File: config.mk
export PLATFORM = sky130hd
export DESIGN_NAME = cla_subtractor_pipe_16bit
export DESIGN_NICKNAME = d
export VERILOG_FILES = /design/src/rtl/cla_subtractor_pipe_16bit.sv
export SDC_FILE = /design/constraint.sdc
export NUM_CORES = 1
export LEC_CHECK = 0
export BUFFER_PORTS_ARGS = -buffer_cell sky130_fd_sc_hd__buf_4
export CORE_ASPECT_RATIO = 0.5
export CORE_MARGIN = 10
export CORE_UTILIZATION = 40
export DETAILED_ROUTE_END_ITERATION = 16
export GPL_TIMING_DRIVEN = 0
export SYNTH_ARGS = -nofsm -noshare
export SYNTH_HDL_FRONTEND = slang
export SYNTH_SLANG_ARGS = --single-unit
File: constraint.sdc
create_clock -name clk -period 4.4 [get_ports clk]
set_clock_uncertainty 0.15 [all_clocks]
set_input_delay 0 -clock clk [delete_from_list [all_inputs] [get_ports clk]]
set_output_delay 0 -clock clk [all_outputs]
set_load 0.005 [all_outputs]
File: src/rtl/cla_subtractor_pipe_16bit.sv
// Two-stage pipelined subtractor: outData = A - B - bin, built as A + ~B + ~bin from chained 4-bit lookahead groups.
// Optional signed-overflow output is enabled with the SUB_OVF_EN macro.
module cla_subtractor_pipe_16bit #(
    parameter int DATA_WIDTH = 8
) (
    input  logic                      clk,
    input  logic                      rst,
    input  logic                      in_valid,
    output logic                      in_ready,
    input  logic [DATA_WIDTH*2-1:0]   inData_A,
    input  logic [DATA_WIDTH*2-1:0]   inData_B,
    input  logic                      bin,
    output logic                      out_valid,
    input  logic                      out_ready,
`ifdef SUB_OVF_EN
    output logic                      ovf,
`endif
    output logic [DATA_WIDTH*2-1:0]   outData,
    output logic                      bout
);

    localparam int H  = DATA_WIDTH;
    localparam int NG = DATA_WIDTH / 4;

    // Returns {carry_out, sum[3:0]} for one 4-bit lookahead group.
    function automatic logic [4:0] cla4(input logic [3:0] a, input logic [3:0] b, input logic c0);
        logic [3:0] g;
        logic [3:0] p;
        logic [4:0] c;
        g    = a & b;
        p    = a ^ b;
        c[0] = c0;
        c[1] = g[0] | (p[0] & c0);
        c[2] = g[1] | (p[1] & g[0]) | (p[1] & p[0] & c0);
        c[3] = g[2] | (p[2] & g[1]) | (p[2] & p[1] & g[0]) | (p[2] & p[1] & p[0] & c0);
        c[4] = g[3] | (p[3] & g[2]) | (p[3] & p[2] & g[1]) | (p[3] & p[2] & p[1] & g[0])
             | (p[3] & p[2] & p[1] & p[0] & c0);
        return {c[4], p ^ c[3:0]};
    endfunction

    logic         s1_valid_q, s1_valid_d;
    logic [H-1:0] s1_diff_lo_q, s1_diff_lo_d;
    logic         s1_carry_q, s1_carry_d;
    logic [H-1:0] s1_a_hi_q, s1_a_hi_d;
    logic [H-1:0] s1_nb_hi_q, s1_nb_hi_d;

    logic         s2_valid_q, s2_valid_d;
    logic [2*H-1:0] out_data_q, out_data_d;
    logic         bout_q, bout_d;
`ifdef SUB_OVF_EN
    logic         ovf_q, ovf_d;
`endif

    logic         s1_ready, s2_ready, in_fire, s1_adv;
    logic [H-1:0] lo_diff, hi_diff;
    logic         lo_carry, hi_carry;

    // Low half: borrow-in enters as an inverted carry.
    always_comb begin
        lo_carry = ~bin;
        lo_diff  = '0;
        for (int g = 0; g < NG; g++) begin
            {lo_carry, lo_diff[g*4 +: 4]} = cla4(inData_A[g*4 +: 4], ~inData_B[g*4 +: 4], lo_carry);
        end
    end

    always_comb begin
        hi_carry = s1_carry_q;
        hi_diff  = '0;
        for (int g = 0; g < NG; g++) begin
            {hi_carry, hi_diff[g*4 +: 4]} = cla4(s1_a_hi_q[g*4 +: 4], s1_nb_hi_q[g*4 +: 4], hi_carry);
        end
    end

    assign s2_ready = ~s2_valid_q | out_ready;
    assign s1_ready = ~s1_valid_q | s2_ready;
    assign in_ready = ~rst & s1_ready;
    assign in_fire  = in_valid & in_ready;
    assign s1_adv   = s1_valid_q & s2_ready;

    always_comb begin
        s1_valid_d   = s1_valid_q;
        s1_diff_lo_d = s1_diff_lo_q;
        s1_carry_d   = s1_carry_q;
        s1_a_hi_d    = s1_a_hi_q;
        s1_nb_hi_d   = s1_nb_hi_q;
        s2_valid_d   = s2_valid_q;
        out_data_d   = out_data_q;
        bout_d       = bout_q;
`ifdef SUB_OVF_EN
        ovf_d        = ovf_q;
`endif

        if (in_fire) begin
            s1_valid_d   = 1'b1;
            s1_diff_lo_d = lo_diff;
            s1_carry_d   = lo_carry;
            s1_a_hi_d    = inData_A[2*H-1:H];
            s1_nb_hi_d   = ~inData_B[2*H-1:H];
        end else if (s2_ready) begin
            s1_valid_d   = 1'b0;
        end

        if (s2_ready) begin
            s2_valid_d = s1_valid_q;
        end

        // Result registers only change when a new result moves in, so they hold while stalled or empty.
        if (s1_adv) begin
            out_data_d = {hi_diff, s1_diff_lo_q};
            bout_d     = ~hi_carry;
`ifdef SUB_OVF_EN
            ovf_d      = (s1_a_hi_q[H-1] ^ ~s1_nb_hi_q[H-1]) & (s1_a_hi_q[H-1] ^ hi_diff[H-1]);
`endif
        end
    end

    always_ff @(posedge clk) begin
        if (rst) begin
            s1_valid_q   <= 1'b0;
            s1_diff_lo_q <= '0;
            s1_carry_q   <= 1'b0;
            s1_a_hi_q    <= '0;
            s1_nb_hi_q   <= '0;
            s2_valid_q   <= 1'b0;
            out_data_q   <= '0;
            bout_q       <= 1'b0;
`ifdef SUB_OVF_EN
            ovf_q        <= 1'b0;
`endif
        end else begin
            s1_valid_q   <= s1_valid_d;
            s1_diff_lo_q <= s1_diff_lo_d;
            s1_carry_q   <= s1_carry_d;
            s1_a_hi_q    <= s1_a_hi_d;
            s1_nb_hi_q   <= s1_nb_hi_d;
            s2_valid_q   <= s2_valid_d;
            out_data_q   <= out_data_d;
            bout_q       <= bout_d;
`ifdef SUB_OVF_EN
            ovf_q        <= ovf_d;
`endif
        end
    end

    assign out_valid = s2_valid_q;
    assign outData   = out_data_q;
    assign bout      = bout_q;
`ifdef SUB_OVF_EN
    assign ovf       = ovf_q;
`endif

endmodule
## Word-level counts from Yosys, hierarchy flattened

Index checks and enable logic that the tools add are counted.

| word-level totals | value |
|---|---|
| bits in registers | 44 |
| input port bits | 37 |

| operators by class | value |
|---|---|
| muxes and demuxes | 2 |
| bitwise logic cells | 129 |
| reduce and logical (&&, ||, !) cells | 1 |

Operator list:

| kind | number |
|---|---|
| $and A1 B1 Y1 | 67 |
| $or A1 B1 Y1 | 42 |
| $xor A4 B4 Y4 | 8 |
| $and A4 B4 Y4 | 4 |
| $not A4 Y4 | 2 |
| $not A8 Y8 | 1 |
| $not A1 Y1 | 5 |
| $mux W1 | 2 |
| $reduce_bool A2 Y1 | 1 |

## Depth between registers and ports, before layout

Gate-level depths: netlist (run 1).

| logic depth | value |
|---|---|
| word-level depth | 10 |
| mapped depth | 9 |

## Least setup slack after synthesis (run 1)

No wires, ideal clock.

| path | value |
|---|---|
| path type | register to register |
| start point | reg s1_a_hi_q[0] |
| end point | reg out_data_q[13] (netlist: outData[13]) |
| data arrival time | 1.728 ns |
| data required time | 4.164 ns |
| slack | 2.437 ns |
| cell stages (with the launch flop) | 9 |
| cells stage by stage | dfxtp_1 > ha_1 > a21oi_2 > o211ai_2 > nand2_1 > nand2b_1 > fa_1 > xnor2_1 > a211oi_1 |

| between the ends | value |
|---|---|
| cells in the longest elaborated chain, start to end | 7 |
| elaborated cells between the ends (all ways) | 10 |

Ends and longest elaborated chain:

| item | line | text |
|---|---|---|
| start, declared | 44 | `logic [H-1:0] s1_a_hi_q, s1_a_hi_d;` |
| start signal, assigned | 135 | `s1_a_hi_q <= s1_a_hi_d;` |
| $and A4 B4 Y4 or $xor A4 B4 Y4 (tied branches) | 30, 31 |  |
| $and A1 B1 Y1, on equally long branches | 36, 37 |  |
| $or A1 B1 Y1 or $and A1 B1 Y1 (tied branches) | 36, 37 |  |
| $or A1 B1 Y1 * | 37 | `\| (p[3] & p[2] & p[1] & p[0] & c0);` |
| $and A1 B1 Y1 * | 33 | `c[1] = g[0] \| (p[0] & c0);` |
| $or A1 B1 Y1 * | 33 |  |
| $xor A4 B4 Y4 * | 38 | `return {c[4], p ^ c[3:0]};` |
| end signal, assigned | 138 | `out_data_q <= out_data_d;` |
| end, declared | 48 | `logic [2*H-1:0] out_data_q, out_data_d;` |

Mark *: on every way between the ends. The rest lies on a longest branch, timed or not.
A chain may end at the register's enable or synchronous reset.

## Worst setup path in the final report (run 1)

| path | value |
|---|---|
| start point | in rst |
| end point | reg s1_a_hi_q[7] |

| between the ends | value |
|---|---|
| cells in the longest elaborated chain, start to end | 3 |

Ends and longest elaborated chain:

| item | line | text |
|---|---|---|
| start, declared | 7 | `input logic rst,` |
| $not A1 Y1 | 77 | `assign in_ready = ~rst & s1_ready;` |
| $and A1 B1 Y1 | 77 |  |
| $and A1 B1 Y1 | 78 | `assign in_fire = in_valid & in_ready;` |

Parallel ways exist; a longest one is shown, timed or not.

==> reports/summary.txt, run 1 <==
Run status = complete, no violations
Final non-filler cell total = 420
Hold buffers post-CTS = 26
Worst-case vdd ir drop = 144.1 uV
Leakage = 1.384 nW
Classification of the worst-slack hold path = in2reg
Crit path time final = 2.238 ns
Wire length of the first global-routing pass = 9646 um
Share of the clock period used by the worst path = 0.5086
Number of sinks on the clock net = 44
Ratio of cells with drive above 1 in the final layout = 0.2229
Post-Syn Area per Cell = 8.362 um2
Crit path required time = 4.45 ns
Vias after detailed routing = 2094
Number of enable-type register cells in the synthesized netlist = 0
Post-synthesis instance area = 0.002191 mm2
Highest cell delay on the worst timing path = 0.56 ns
Effective utilization at floorplan = 0.4285
Area fraction in and, or, nand and nor cells after synthesis = 0.1959
Share of the synthesized area in the top cell type = 0.4021
Top cell type by total area after synthesis = sky130_fd_sc_hd__dfxtp_1
Total buffers and inverters traversed by the critical path = 6
Nets@finish = 406
Worst Setup End Kind = flop
Residual DRC count = 0
Setup TNS = 0 ns
Top-count cell post-synth = sky130_fd_sc_hd__nand2_1
H-tree depth = 2
Hpwl dp = 4489 um
Rows = 18
Number of distinct standard cells referenced by the synthesized netlist = 39
Top post-synthesis cells by count = 46 x sky130_fd_sc_hd__nand2_1, 44 x sky130_fd_sc_hd__dfxtp_1, 20 x sky130_fd_sc_hd__nor2_1, 19 x sky130_fd_sc_hd__a21oi_1, 17 x sky130_fd_sc_hd__inv_1
Synthesized netlist net count = 319
Ys Warns = 0
Post-detailed-route wirelength per cell = 14.19 um
Layout Area Growth over Synthesis = 40.15%
Number of buffers between clock root and the deepest sink = 2
Resized Gates After CTS = 0
Transition time at the pin with the least slew margin = 0.5984 ns
Largest delay contributor family on the critical path = buffers and inverters
Cell type with the highest occurrence count on the critical path = sky130_fd_sc_hd__buf_2
Overall track demand over capacity in global routing = 0.1283
Number of global-route vias before repair = 2049
Number of synthesized register bits = 44
CTS Root Cell = sky130_fd_sc_hd__clkbuf_8
Instance count of the mapped netlist = 262
Largest net degree at the start of global routing = 14
CP Class = in2reg
Mux contribution to synthesized area = 0
Most used flip-flop cell after synthesis = sky130_fd_sc_hd__dfxtp_1
GR Overflow Total = 0
Final wirelength = 5961 um
Final weighted congestion of routability-driven global placement = 0.8589
Buffers on Ports = 54
Maximum fanout count along the critical path = 10
Number of failing setup endpoints in the final timing report = 0
Antenna violations before repair = 0
Endpoints failing hold = 0
Post-Synth XOR/XNOR Area = 0.01599
Die span in y = 72.33 um
Power Total = 0.9842 mW
Routed via count divided by cell count = 4.986
Setup fix buffers added after clock tree synthesis = 0
Overall die width = 124.7 um
Type of origin of the critical path = input pin
Detailed Routing Iterations Pass 1 = 4
Number of buffers added by the clock tree synthesis step = 5
Combinational family with the most area after synthesis = compound AO/OA/AOI/OAI gates
Violation count after the first detailed-route iteration = 88
Area of the core = 0.005112 mm2
Ranking of synthesized cells by area = sky130_fd_sc_hd__dfxtp_1 40%, sky130_fd_sc_hd__ha_1 9.1%, sky130_fd_sc_hd__nand2_1 7.9%, sky130_fd_sc_hd__a211oi_1 4.8%, sky130_fd_sc_hd__a21oi_1 4.3%
Worst-path clk slew = 0.09 ns
Area used by multi-input combinational logic = 0.001179 mm2
Antenna-violating nets left = 0
Asr flop ratio synth = 0
Worst-skew pair later-pin latency = 0.30 ns
Die area = 0.009017 mm2
TritonCTS clock tree = done
Number of antenna cells inserted = 0
Total power divided by cell area = 320.6 mW/mm2
Area fraction in compound gates after synthesis = 0.1982
Cell type of the slowest stage on the worst timing path = sky130_fd_sc_hd__dlygate4sd3_1
Number of ports placed on the die boundary = 56
Maximum achievable frequency = 0.4469 GHz
Cell count after placement = 386
Tightest slew margin relative to the limit = 0.6010
Post-synthesis sequential area ratio = 0.4021
Filler cell count in the final layout = 464
Final Max Slew Viols = 0
Cell-by-cell trace of the critical path = dlygate4sd3_1 > buf_2 > inv_2 > and3_1 > buf_2 > buf_2 > o21ai_0 > dlygate4sd3_1
Area taken by flip-flops and latches = 880.8 um2
Critical Path AT = 2.28 ns
Unrepaired setup endpoints after global routing = no
Fraction of the mapped netlist area in adder cells = 0.1279
Reported max-cap violation count = 0
## logic make-up after synthesis
logic type	after synthesis
XOR/XNOR	4
flip-flops	44
AO/OA/AOI/OAI	65
adder cells (fa/ha/maj)	20
buffers and inverters	32
AND/OR/NAND/NOR	97
## state kept, by name (all words and copies together) (netlist names)
signal	flops
outData	16
s1_diff_lo_q	8
bout	1
s1_carry_q	1
s1_a_hi_q	8
s1_nb_hi_q	8
s1_valid_q	1
out_valid	1
## placed cells by master (no fill, tap or decap), drive strengths merged, types with 5 or more instances in the layout
master	synthesis	final
a21oi	21	21
o21ai	14	14
a211oi	14	14
nand2	46	46
nor2	20	20
clkbuf	4	11
ha	16	16
dlygate4sd3	0	26
dfxtp	44	44
nor3	5	5
nand3	9	9
inv	18	18
buf	10	64
## through the flow
stage                     hold WS (ns)  cell area [um2]    util  setup WS [ns]
after global placement         0.02996             2684  0.5250          2.299
after CTS                     0.007036             3070  0.6006          2.178
final                         0.008426             3070  0.6006          2.162
after detailed placement       0.03582             2684  0.5250          2.260
after floorplan               -0.05437             2191       -          2.437
after global routing           0.01098             3070  0.6006          2.027
## layout make-up
type,instances,share of cell area
multi-input combinational,186,0.3839
sequential,44,0.2869
timing repair buffer,80,0.2168
clock buffer,7,0.03138
tap,70,0.02852
inverter,18,0.02200
buffer,14,0.02078
clock inverter,1,0.009780
## where the power goes
part | internal, mW | switching (mW) | total (mW)
clock network | 0.200 | 0.145 | 0.345
logic | 0.101 | 0.0939 | 0.195
registers | 0.427 | 0.0167 | 0.444
## worst register-to-register path, stage by stage, from the launching register on
cell	delay, ns
sky130_fd_sc_hd__dfxtp_1	0.35
sky130_fd_sc_hd__nand3b_1	0.14
sky130_fd_sc_hd__and3_1	0.21
sky130_fd_sc_hd__buf_2	0.24
sky130_fd_sc_hd__buf_2	0.30
sky130_fd_sc_hd__o21ai_0	0.12
sky130_fd_sc_hd__dlygate4sd3_1	0.56
## final timing paths
check	start	to	slack (ns)	cells after the start
min reg2reg	s1_diff_lo_q[2]	s1_diff_lo_q[2]	0.30	2
min	inData_A[4]	s1_diff_lo_q[4]	0.008	4
max	rst	s1_a_hi_q[7]	2.16	8
max reg2reg	s1_valid_q	s1_a_hi_q[7]	2.22	6
## metal layers
metal / GRT usage / part of all wire / vias up
met2: 0.2256 / 0.47 / 38
met4: 0.04750 / 0.014 / 0
met3: 0.03771 / 0.050 / 9
met5: 0 / 0 / -
li1: - / - / 1079
met1: 0.1467 / 0.46 / 968
Power figures use the tool's default switching activity.
==> inputs of run 2 (changes only) <==
- PLACE_DENSITY: default -> 0.65
- clock period: 4.4 -> 1.89 ns (I/O delays scaled with it)
==> reports/summary.txt, run 2 (synthesis gave the netlist of run 1 again) <==
Run status = finished, violations left
Failing checks = hold timing, setup timing
Die area = 0.009017 mm2 (unchanged)
Hpwl dp = 4488 um (about the same)
Cell type of the slowest stage on the worst timing path = sky130_fd_sc_hd__dfxtp_4
Number of sinks on the clock net = 44 (unchanged)
Hold_ws = -0.004511 ns (-0.01294 ns)
Number of buffers between clock root and the deepest sink = 2 (unchanged)
Nets@finish = 412 (+1.5%)
Share of the clock period used by the worst path = 1.058
Classification of the worst-slack hold path = in2reg
Tightest slew margin relative to the limit = 0.6419 (+0.04083)
Overall die width = 124.7 um (unchanged)
Number of ports placed on the die boundary = 56 (unchanged)
Residual DRC count = 0 (unchanged)
Number of cells traversed by the worst hold path = 4 (unchanged)
Reported max-cap violation count = 0 (unchanged)
Number of buffers added by the clock tree synthesis step = 5 (unchanged)
Wire length of the first global-routing pass = 9936 um (+3.0%)
Number of failing setup endpoints in the final timing report = 6 (+6)
Routed via count divided by cell count = 5.035 (+0.99%)
Area of the core = 0.005112 mm2 (unchanged)
Filler cell count in the final layout = 440 (-5.2%)
Number of flip-flops under the largest register name = 16 (unchanged)
Rows = 18 (unchanged)
Final weighted congestion of routability-driven global placement = 0.7857 (-8.5%)
Effective utilization at floorplan = 0.4285 (unchanged)
Power dissipated by switching net loads = 0.6338 mW (+150%)
Vias after detailed routing = 2145 (+2.4%)
Sequential share of power = 0.457 (+0.006)
Leakage = 1.415 nW (+2.3%)
H-tree depth = 2 (unchanged)
Commonest cells after routing, fill and taps aside = 61 x sky130_fd_sc_hd__buf_4, 44 x sky130_fd_sc_hd__nand2_1, 38 x sky130_fd_sc_hd__dfxtp_1, 24 x sky130_fd_sc_hd__dlygate4sd3_1, 20 x sky130_fd_sc_hd__nor2_1
GR Overflow Total = 0 (unchanged)
Post-Place Worst Slack = -0.1860 ns (-2.446 ns)
Number of antenna cells inserted = 0 (unchanged)
Int Power = 1.650 mW (+130%)
Post-detailed-route wirelength per cell = 14.95 um (+5.3%)
Final Max Slew Viols = 0 (unchanged)
Number of global-route vias before repair = 2117 (+3.3%)
Endpoints failing hold = 1 (+1)
Clock share of power = 0.323 (-0.028)
Antenna-violating nets left = 0 (unchanged)
Type of origin of the critical path = flop
Detailed Routing Iterations Pass 1 = 4 (unchanged)
Largest net degree at the start of global routing = 15 (+1)
Maximum achievable frequency = 0.5001 GHz
Ratio of cells with drive above 1 in the final layout = 0.3006 (+0.07770)
Crit path required time = 1.94 ns (-2.51 ns)
Crit path time final = 2.000 ns
Transition time at the pin with the least slew margin = 0.5372 ns (-0.06125 ns)
Worst-skew pair later-pin latency = 0.30 ns (about the same)
Layout Area Growth over Synthesis = 46.94%
Total buffers and inverters traversed by the critical path = 2 (-4)
Critical Path AT = 2.05 ns (-0.23 ns)
Most common library cell in the layout ignoring fill and taps = sky130_fd_sc_hd__buf_4
Portion of total power attributed to combinational logic = 0.220 (+0.022)
Maximum fanout count along the critical path = 2 (-8)
CP Class = reg2reg
Worst r2r path cells = 8 (+2)
Overall track demand over capacity in global routing = 0.1329 (+0.004646)
Final wirelength = 6369 um (+6.8%)
Total stage count of the critical path = 8 (unchanged)
Antenna violations before repair = 0 (unchanged)
Buffers on Ports = 54 (unchanged)
TritonCTS clock tree = done
Worst-case vdd ir drop = 423.7 uV (+190%)
Cell-by-cell trace of the critical path = ha_4 > a21oi_4 > o211ai_2 > buf_4 > buf_6 > a21oi_1 > nor3_1 > a311o_1
Worst setup slack after layout = -0.1097 ns (-2.272 ns)
Unrepaired setup endpoints after global routing = yes
Total power divided by cell area = 709.3 mW/mm2 (+120%)
Worst Setup End Kind = flop
Worst-path clk slew = 0.09 ns (about the same)
CTS Root Cell = sky130_fd_sc_hd__clkbuf_8
Die span in y = 72.33 um (unchanged)
Largest delay contributor family on the critical path = compound AO/OA/AOI/OAI gates
Violation count after the first detailed-route iteration = 157 (+78%)
Highest cell delay on the worst timing path = 0.37 ns (-0.19 ns)
Switching part of the total power = 0.2776 (+0.01795)
## run 2: changes by cell type in the layout (fill, tap and decap cells not counted), sizes merged
| cell | delta |
|---|---|
| clkinv | +1 |
| dlygate4sd3 | -2 |
| clkbuf | -2 |
| clkinvlp | +1 |
| buf | +8 |
## run 2: layout make-up
| class | instances | area [um2] | share of cell area |
|---|---|---|---|
| multi-input cells | 186 | 1287 | 0.3999 |
| flip-flops and latches | 44 | 890.9 | 0.2767 |
| repair buffers | 86 | 709.4 | 0.2204 |
| clock inverters | 3 | 42.54 | 0.01321 |
| plain buffers | 14 | 65.06 | 0.02021 |
| inverters | 18 | 67.56 | 0.02099 |
| well taps | 70 | 87.58 | 0.02721 |
| clock buffers | 5 | 68.82 | 0.02138 |
## run 2: power groups by stage
stage                     logic [mW]  registers [mW]  clock network, mW
after floorplan                0.248            1.05                  0
after global placement         0.401            1.06                  0
after detailed placement       0.410            1.06                  0
after CTS                      0.471            1.04              0.747
after global routing           0.557            1.05              0.786
final                          0.502            1.04              0.738
## run 2: worst paths after layout
path / from / slack [ns] / end
worst max-delay path: s1_nb_hi_q[0] / -0.11 / outData[14]
worst min-delay path: inData_A[5] / -0.005 / s1_diff_lo_q[5]
worst min register to register: s1_diff_lo_q[5] / 0.31 / outData[5]
worst max register to register: s1_nb_hi_q[0] / -0.11 / outData[14]
## run 2: timing repair
item	in CTS	in global routing
endpoints found under the setup margin	2	10
hold buffers	24	0
pin swaps	7	8
setup buffers	6	2
gates resized for setup	4	20
hold endpoints to repair	21	0
## run 2: routing by layer
layer,GRT usage,up-vias,wire length [um]
li1,-,1090,-
met1,0.1510,989,2741
met2,0.2395,58,3126
met3,0.03118,8,395
met4,0.05392,0,106
met5,0,-,0
## run 2: metrics by stage
| step | cell area [um2] | power (mW) | TNS (ns) | instances | util |
|---|---|---|---|---|---|
| finish | 3219 | 2.284 | -0.3997 | 426 | 0.6297 |
| global route | 3219 | 2.394 | -0.7432 | 426 | 0.6297 |
| detailed placement | 2700 | 1.469 | -0.3376 | 386 | 0.5281 |
| global placement | 2700 | 1.457 | -0.3296 | 386 | 0.5281 |
| floorplan | 2207 | 1.298 | 0 | 262 | - |
| CTS | 3127 | 2.257 | -0.1912 | 424 | 0.6116 |
## run 2: worst reg2reg max path, cell delays in order, from the launching register on
cell                       delay, ns
sky130_fd_sc_hd__dfxtp_4        0.37
sky130_fd_sc_hd__ha_4           0.25
sky130_fd_sc_hd__a21oi_4        0.13
sky130_fd_sc_hd__o211ai_2       0.11
sky130_fd_sc_hd__buf_4          0.15
sky130_fd_sc_hd__buf_6          0.11
sky130_fd_sc_hd__a21oi_1        0.23
sky130_fd_sc_hd__nor3_1         0.09
sky130_fd_sc_hd__a311o_1        0.31
==> inputs of run 3 (changes only) <==
- PLACE_DENSITY: 0.65 -> default
- SETUP_SLACK_MARGIN: default -> 0.1
- clock period: 1.89 -> 2.36 ns (I/O delays scaled with it)
==> reports/summary.txt, run 3 (synthesis gave the netlist of run 1 again) <==
Setup TNS = 0 ns (+0.3997 ns)
Hpwl dp = 4489 um (about the same)
Capture point of the worst reg-to-reg path = s1_a_hi_q[7]
Violation count after the first detailed-route iteration = 77 (-51%)
Number of flip-flops under the largest register name = 16 (unchanged)
Largest net degree at the start of global routing = 14 (-1)
H-tree depth = 2 (unchanged)
Maximum fanout count along the critical path = 10 (+8)
Number of buffers between clock root and the deepest sink = 2 (unchanged)
Number of ports placed on the die boundary = 56 (unchanged)
CTS Root Cell = sky130_fd_sc_hd__clkbuf_8
Routed via count divided by cell count = 5.000 (-0.70%)
Hold_ws = 0.008425 ns (+0.01294 ns)
Number of sinks on the clock net = 44 (unchanged)
TritonCTS clock tree = done
Number of global-route vias before repair = 2049 (-3.2%)
Transition time at the pin with the least slew margin = 0.5986 ns (+0.06146 ns)
Ratio of cells with drive above 1 in the final layout = 0.2229 (-0.07770)
Final non-filler cell total = 420 (-1.4%)
Overall track demand over capacity in global routing = 0.1283 (-0.004646)
Cell count after placement = 386 (unchanged)
Final wirelength = 5964 um (-6.4%)
Nets@finish = 406 (-1.5%)
Total power divided by cell area = 595.4 mW/mm2 (-16%)
Die area = 0.009017 mm2 (unchanged)
Vias after detailed routing = 2100 (-2.1%)
Worst-skew pair later-pin latency = 0.30 ns (about the same)
Classification of the worst-slack hold path = in2reg
Worst-path clk slew = 0.09 ns (about the same)
Rows = 18 (unchanged)
Number of cells traversed by the worst hold path = 4 (unchanged)
Overall die width = 124.7 um (unchanged)
Filler cell count in the final layout = 463 (+5.2%)
Crit path required time = 2.40 ns (+0.46 ns)
Final weighted congestion of routability-driven global placement = 0.8589 (+9.3%)
Detailed Routing Iterations Pass 1 = 4 (unchanged)
Number of antenna cells inserted = 0 (unchanged)
Layout Area Growth over Synthesis = 40.61%
Type of origin of the critical path = input pin
Post-detailed-route wirelength per cell = 14.20 um (-5.0%)
Utilization after layout = 0.6025 (-0.02717)
Final Max Slew Viols = 0 (unchanged)
Commonest cells after routing, fill and taps aside = 54 x sky130_fd_sc_hd__buf_4, 46 x sky130_fd_sc_hd__nand2_1, 44 x sky130_fd_sc_hd__dfxtp_1, 26 x sky130_fd_sc_hd__dlygate4sd3_1, 20 x sky130_fd_sc_hd__nor2_1
Reported max-cap violation count = 0 (unchanged)
Most common library cell in the layout ignoring fill and taps = sky130_fd_sc_hd__buf_4
Run status = complete, no violations
Leakage = 1.385 nW (-2.1%)
Number of failing setup endpoints in the final timing report = 0 (-6)
Area of the core = 0.005112 mm2 (unchanged)
Flop-to-flop setup slack = 0.21 ns (+0.32 ns)
Unrepaired setup endpoints after global routing = yes
Critical Path AT = 2.21 ns (+0.16 ns)
Wire length of the first global-routing pass = 9646 um (-2.9%)
Terminating pin of the worst hold path = s1_diff_lo_q[4]
Share of the clock period used by the worst path = 0.9193
Endpoints failing hold = 0 (-1)
Worst r2r path cells = 7 (-1)
Buffers on Ports = 54 (unchanged)
Residual DRC count = 0 (unchanged)
CP Class = in2reg
GR Overflow Total = 0 (unchanged)
Worst Setup End Kind = flop
Antenna-violating nets left = 0 (unchanged)
Tightest slew margin relative to the limit = 0.6009 (-0.04097)
Min-delay src = inData_A[4]
Antenna violations before repair = 0 (unchanged)
Worst-case vdd ir drop = 268.4 uV (-37%)
Maximum achievable frequency = 0.4609 GHz
Crit path time final = 2.170 ns
Effective utilization at floorplan = 0.4285 (unchanged)
Reg-to-reg startpoint = s1_valid_q
Die span in y = 72.33 um (unchanged)
Number of buffers added by the clock tree synthesis step = 5 (unchanged)
run 3: worst max path at each step:
stage,slack [ns],to,from
final,0.19,s1_a_hi_q[7],out_ready
after global routing,0.09,s1_carry_q,rst
after CTS,0.14,s1_a_hi_q[7],rst
after detailed placement,0.22,outData[13],s1_nb_hi_q[0]
after global placement,0.26,outData[13],s1_nb_hi_q[0]
after floorplan,0.40,outData[13],s1_a_hi_q[0]
run 3: per-stage QoR:
| step | setup slack [ns] | power (mW) | area (um2) |
|---|---|---|---|
| 2_1_floorplan | 0.3969 | 1.037 | 2191 |
| 3_3_place_gp | 0.2588 | 1.164 | 2684 |
| 3_5_place_dp | 0.2195 | 1.172 | 2684 |
| 4_1_cts | 0.1384 | 1.849 | 3070 |
| 5_1_grt | 0.09204 | 1.925 | 3080 |
| 6_report | 0.1904 | 1.834 | 3080 |
run 3: layout make-up:
cell class / instances / area [um2] / share of cell area
clock inverter: 1 / 30.03 / 0.009748
multi-input combinational: 186 / 1179 / 0.3826
timing repair buffer: 80 / 665.6 / 0.2161
clock buffer: 7 / 96.34 / 0.03128
tap: 70 / 87.58 / 0.02843
buffer: 14 / 73.82 / 0.02396
inverter: 18 / 67.56 / 0.02193
sequential: 44 / 880.8 / 0.2859
run 3: worst max-delay path, stage by stage:
cell and delay, ns:
sky130_fd_sc_hd__dlygate4sd3_1 0.54, sky130_fd_sc_hd__buf_4 0.14, sky130_fd_sc_hd__nand3b_1 0.19, sky130_fd_sc_hd__and3_1 0.23
sky130_fd_sc_hd__clkbuf_4 0.20, sky130_fd_sc_hd__clkbuf_4 0.21, sky130_fd_sc_hd__nand2_1 0.08, sky130_fd_sc_hd__o21ai_0 0.06
sky130_fd_sc_hd__dlygate4sd3_1 0.55
run 3: where the power goes:
part | switching, mW | internal (mW) | total, mW
clock network | 0.267 | 0.374 | 0.641
logic | 0.175 | 0.190 | 0.365
registers | 0.0312 | 0.796 | 0.828
run 3: timing repair:
action,CTS,global route
resized for setup,0,4
setup buffers,0,0
hold buffers,26,0
hold endpoints to repair,22,0
setup endpoints to repair,0,2
run 3: metal layers:
metal	share of wire	wire, um	GRT usage
met5	0	0	0
met4	0.014	84	0.04750
met3	0.053	318	0.03771
met2	0.47	2817	0.2256
met1	0.46	2744	0.1467
